==> config.mk <==
export PLATFORM = sky130hd
export DESIGN_NAME = dff_bank_arbiter
export DESIGN_NICKNAME = d
export VERILOG_FILES = /design/src/rtl/dff_bank_arbiter.sv
export SDC_FILE = /design/constraint.sdc
export NUM_CORES = 1
export LEC_CHECK = 0
export ABC_AREA = 1
export CAP_MARGIN = 10
export CORE_ASPECT_RATIO = 2
export CORE_MARGIN = 2
export CORE_UTILIZATION = 45
export CTS_CLUSTER_SIZE = 16
export DETAILED_ROUTE_END_ITERATION = 8
export DONT_BUFFER_PORTS = 1
export PLACE_DENSITY = 0.71
export REMOVE_ABC_BUFFERS = 1
export SLEW_MARGIN = 20
export SYNTH_ARGS = -nofsm -noshare
export SYNTH_HDL_FRONTEND = slang
export SYNTH_SLANG_ARGS = --single-unit
==> constraint.sdc <==
create_clock -name clk -period 1.56 [get_ports clk]
set_clock_uncertainty 0.2 [all_clocks]
set_input_delay 0.078 -clock clk [delete_from_list [all_inputs] [get_ports clk]]
set_output_delay 0.078 -clock clk [all_outputs]
set_load 0.005 [all_outputs]
==> src/rtl/dff_bank_arbiter.sv <==
// Round-robin write arbiter for a shared WIDTH-bit register bank (q).
// Optional macro DFF_ARB_LOCK_EN adds a per-requester lock input.
//
// Ports:
//   clk     : rising-edge clock
//   reset   : synchronous active-high reset
//   req     : per-requester write request (level)
//   data_in : requester i data at [i*WIDTH +: WIDTH]
//   lock    : (DFF_ARB_LOCK_EN only) keep ownership across holds
//   gnt     : one-hot registered grant, one cycle wide
//   q       : shared bank contents
//   q_valid : bank loaded at least once since reset
//   owner   : index of the last granted requester
//   busy    : arbiter not idle
module dff_bank_arbiter #(
  parameter int NREQ     = 4,
  parameter int WIDTH    = 8,
  parameter int HOLD_CYC = 3
) (
  input  logic                     clk,
  input  logic                     reset,
  input  logic [NREQ-1:0]          req,
  input  logic [NREQ*WIDTH-1:0]    data_in,
`ifdef DFF_ARB_LOCK_EN
  input  logic [NREQ-1:0]          lock,
`endif
  output logic [NREQ-1:0]          gnt,
  output logic [WIDTH-1:0]         q,
  output logic                     q_valid,
  output logic [$clog2(NREQ)-1:0]  owner,
  output logic                     busy
);

  localparam int OW  = $clog2(NREQ);
  localparam int HCW = (HOLD_CYC < 1) ? 1 : $clog2(HOLD_CYC + 1);

  typedef enum logic [1:0] {
    IDLE,
    LOAD,
    HOLD
  } state_t;

  state_t          state;
  logic [OW-1:0]   rr_ptr;
  logic [OW-1:0]   win;
  logic [OW-1:0]   nxt_ptr;
  logic [OW:0]     idx;
  logic [HCW-1:0]  hold_cnt;
  logic            any;
  logic            relock;
  logic [WIDTH-1:0] slice [NREQ];

  for (genvar i = 0; i < NREQ; i++) begin : g_slice
    assign slice[i] = data_in[i*WIDTH +: WIDTH];
  end

  // Cyclic priority scan starting at rr_ptr; idx carries one
  // extra bit so the wrap works for non power-of-two NREQ.
  always_comb begin
    win = '0;
    any = 1'b0;
    idx = '0;
    for (int i = 0; i < NREQ; i++) begin
      idx = {1'b0, rr_ptr} + (OW+1)'(i);
      if (idx >= (OW+1)'(NREQ))
        idx = idx - (OW+1)'(NREQ);
      if (!any && req[idx[OW-1:0]]) begin
        any = 1'b1;
        win = idx[OW-1:0];
      end
    end
  end

  assign nxt_ptr = (owner == OW'(NREQ-1)) ? '0
                 : owner + 1'b1;

`ifdef DFF_ARB_LOCK_EN
  assign relock = lock[owner] & req[owner];
`else
  assign relock = 1'b0;
`endif

  assign busy = (state != IDLE);

  always_ff @(posedge clk) begin
    if (reset) begin
      state    <= IDLE;
      q        <= '0;
      q_valid  <= 1'b0;
      gnt      <= '0;
      owner    <= '0;
      rr_ptr   <= '0;
      hold_cnt <= '0;
    end else begin
      unique case (state)
        IDLE: begin
          if (any) begin
            gnt   <= NREQ'(1) << win;
            owner <= win;
            state <= LOAD;
          end
        end
        LOAD: begin
          // committed once granted: req is not rechecked
          q       <= slice[owner];
          q_valid <= 1'b1;
          gnt     <= '0;
          rr_ptr  <= nxt_ptr;
          if (HOLD_CYC == 0) begin
            state <= IDLE;
          end else begin
            state    <= HOLD;
            hold_cnt <= HCW'(HOLD_CYC - 1);
          end
        end
        HOLD: begin
          if (hold_cnt == '0) begin
            if (relock) begin
              gnt   <= NREQ'(1) << owner;
              state <= LOAD;
            end else begin
              state <= IDLE;
            end
          end else begin
            hold_cnt <= hold_cnt - 1'b1;
          end
        end
        default: state <= IDLE;
      endcase
    end
  end

endmodule
==> run summary <==
final RePlAce weighted congestion: 0.905
combinational share of power: 0.601
critical path's slowest cell: dfxtp_4
diode count: 0
layout net count: 275
RSZ-0062 raised after global routing: yes
CP dominant cell by count: nand2_2
Setup violations, final: 7
register area share after synthesis: 0.323
Tmin final: 1.72 ns
fraction of layout cells with a size suffix above 1: 0.248
PwrDens: 1650 nW/um2
post-route cell area: 1900 um2
Setup crit end kind: flop
Core Area: 2740 um2
CTS tree: yes
worst vdd ir: 1.15 mV
drt wl/cell: 15.5 um
Worst Hold Class: in2reg
initial core utilization: 0.475
hold buffers post-CTS: 28
flops & latches, synth: 21
1st-pass router iterations: 4
clk_lat worst skew: 0.26 ns
H-tree depth reported by CTS: 1
Mapped Avg Cell Area: 6.63 um2
CTS Sinks: 21
Critical Path AT: 1.72 ns
WS Path Type: reg2reg
Min Hold Slack: -0.327 ns
reported max-cap violation count: 0
Vias/cell: 5.56
via count: 1462
post-layout util: 0.694
period utilization: 1.10
Worst-Margin Slew: 0.332 ns
switching power: 1.43 mW
clock network power share: 0.113
max-slew violations: 0
r2r setup slk: -0.16 ns
first-pass GRT wire length: 6.48 mm
Post-Layout Cell Count: 263
Max Root-Sink Buffers: 2
DRC: 0
Layout area overhead: 46.1%
violated checks: hold timing, setup timing
DP Area: 1400 um2
crit-path max cell delay: 0.37 ns
commonest non-fill, non-tap cells in the layout: nor2_1, dlygate4sd3_1, inv_1, nand2_1
Inserted Clock Buffers: 3
final worst setup slack: -0.162 ns
Synth warnings: 0
final hold violation count: 7
Mapped Area: 1300 um2
vias in the first global route: 1568
sequential share of power: 0.287
Clock transition at path regs: 0.07 ns
Overall Global Routing Usage: 0.249
ANT nets after route: 0
GRT overflow: 0
initial drt markers: 27
CP Cell Sequence: buf_12 -> inv_8 -> nand2_4 -> nand2_2 -> nand2_2 -> nand2_2 -> a31oi_1 -> nand3_2 -> inv_1 -> nand2_1 -> a21oi_2
largest net degree at the start of global routing: 18
Worst Path Required: 1.56 ns
estimated wirelength of the detail-placed design: 2.42 mm
CP bufs+invs: 3
status: finished with violations
Int Pwr: 1.70 mW
relative max-transition margin: 0.778
CP Launch Type: flop
Die Y: 80.0 um
io pins: 54
TNS Setup: -0.927 ns
Peak Freq: 581 MHz
Largest delay share family, worst path: simple AND/OR/NAND/NOR gates
width of the die: 42.0 um
initial antenna violation count: 0
DRT Wirelength: 4.08 mm
root buf cell: clkbuf_8
post-synthesis cell count: 196
Static Leak: 0.866 nW
Distinct cells, synth: 23
row cnt: 27
worst-path fanout max: 9
Die Area: 3360 um2
Inst Count DP: 228
IO Port Bufs: 0
Net Sw Frac: 0.456
==> path summary, 6_finish.rpt <==
check                 to        start  cells past startpoint
max               gnt[1]    rr_ptr[0]                     11
min reg2reg  hold_cnt[0]  hold_cnt[0]                      1
min               gnt[2]        reset                      1
max reg2reg       gnt[1]    rr_ptr[0]                     11
==> registers in the layout, summed over array words and instances, names as in the netlist <==
name      flops
q_valid       1
owner         2
rr_ptr        2
gnt           4
state         2
hold_cnt      2
q             8
==> per-layer routing <==
metal	share of wire	global-route usage	wire length, um
met5	0	0	0
met2	0.59	0.516	2400
met3	0.048	0.0452	197
met4	0.040	0.135	164
met1	0.32	0.205	1320
==> stage by stage <==
stage | worst slack (ns) | total power [mW]
6_report | -0.162 | 3.13
5_1_grt | -0.256 | 3.37
4_1_cts | -0.133 | 2.87
3_5_place_dp | -0.185 | 2.35
3_3_place_gp | -0.130 | 2.28
2_1_floorplan | -0.326 | 1.86
==> cells by family after synthesis <==
logic type	after synthesis	synth area share
adder cells (fa/ha/maj)	2	0.0192
AO/OA/AOI/OAI	39	0.177
buffers and inverters	36	0.116
multiplexers	8	0.0616
flip-flops	21	0.323
AND/OR/NAND/NOR	90	0.302
==> final cells by class <==
class,count,area (um2)
clock buffer,4,45.0
fill,206,837
inverter,29,121
multi-input combinational,139,845
sequential,21,428
tap,29,36.3
timing repair buffer,41,424
==> worst reg2reg max path, stage by stage, from the launching register on <==
cell and delay, ns:
dfxtp_4 0.37, buf_12 0.12, inv_8 0.05, nand2_4 0.05
nand2_2 0.07, nand2_2 0.07, nand2_2 0.08, a31oi_1 0.22
nand3_2 0.15, inv_1 0.10, nand2_1 0.07, a21oi_2 0.12
==> power groups by stage <==
stage                     clock [mW]  sequential [mW]  combinational [mW]
after floorplan                    0            0.933               0.930
after global placement             0            0.872                1.41
after detailed placement           0            0.878                1.47
after CTS                      0.356            0.876                1.64
after global routing           0.383            0.917                2.07
final                          0.352            0.898                1.88
==> synth_stat cells <==
cell type,n,area share
buf_2,3,0.012
a21oi_1,9,0.035
buf_6,1,0.0087
nand3_2,1,0.0077
inv_2,2,0.0058
nor2_2,1,0.0048
nand3_1,11,0.042
nand2_2,7,0.034
nor2_4,1,0.0087
mux2i_1,8,0.062
inv_6,1,0.0067
inv_1,24,0.069
o21ai_0,20,0.077
ha_1,2,0.019
a31oi_1,1,0.0048
nand2_4,1,0.0087
dfxtp_1,21,0.32
o221ai_1,8,0.054
clkbuf_1,3,0.0087
o21ai_2,1,0.0067
nor2_1,31,0.090
nand2_1,37,0.11
clkinv_1,2,0.0058
==> what timing repair did <==
item,in CTS,in global routing
hold endpoints to repair,18,7
buffers inserted,2,0
cloned,0,1
resized for setup,14,28
endpoints found under the setup margin,8,18
pin swaps,4,7
Note: power is estimated with default switching activity, not from simulation.
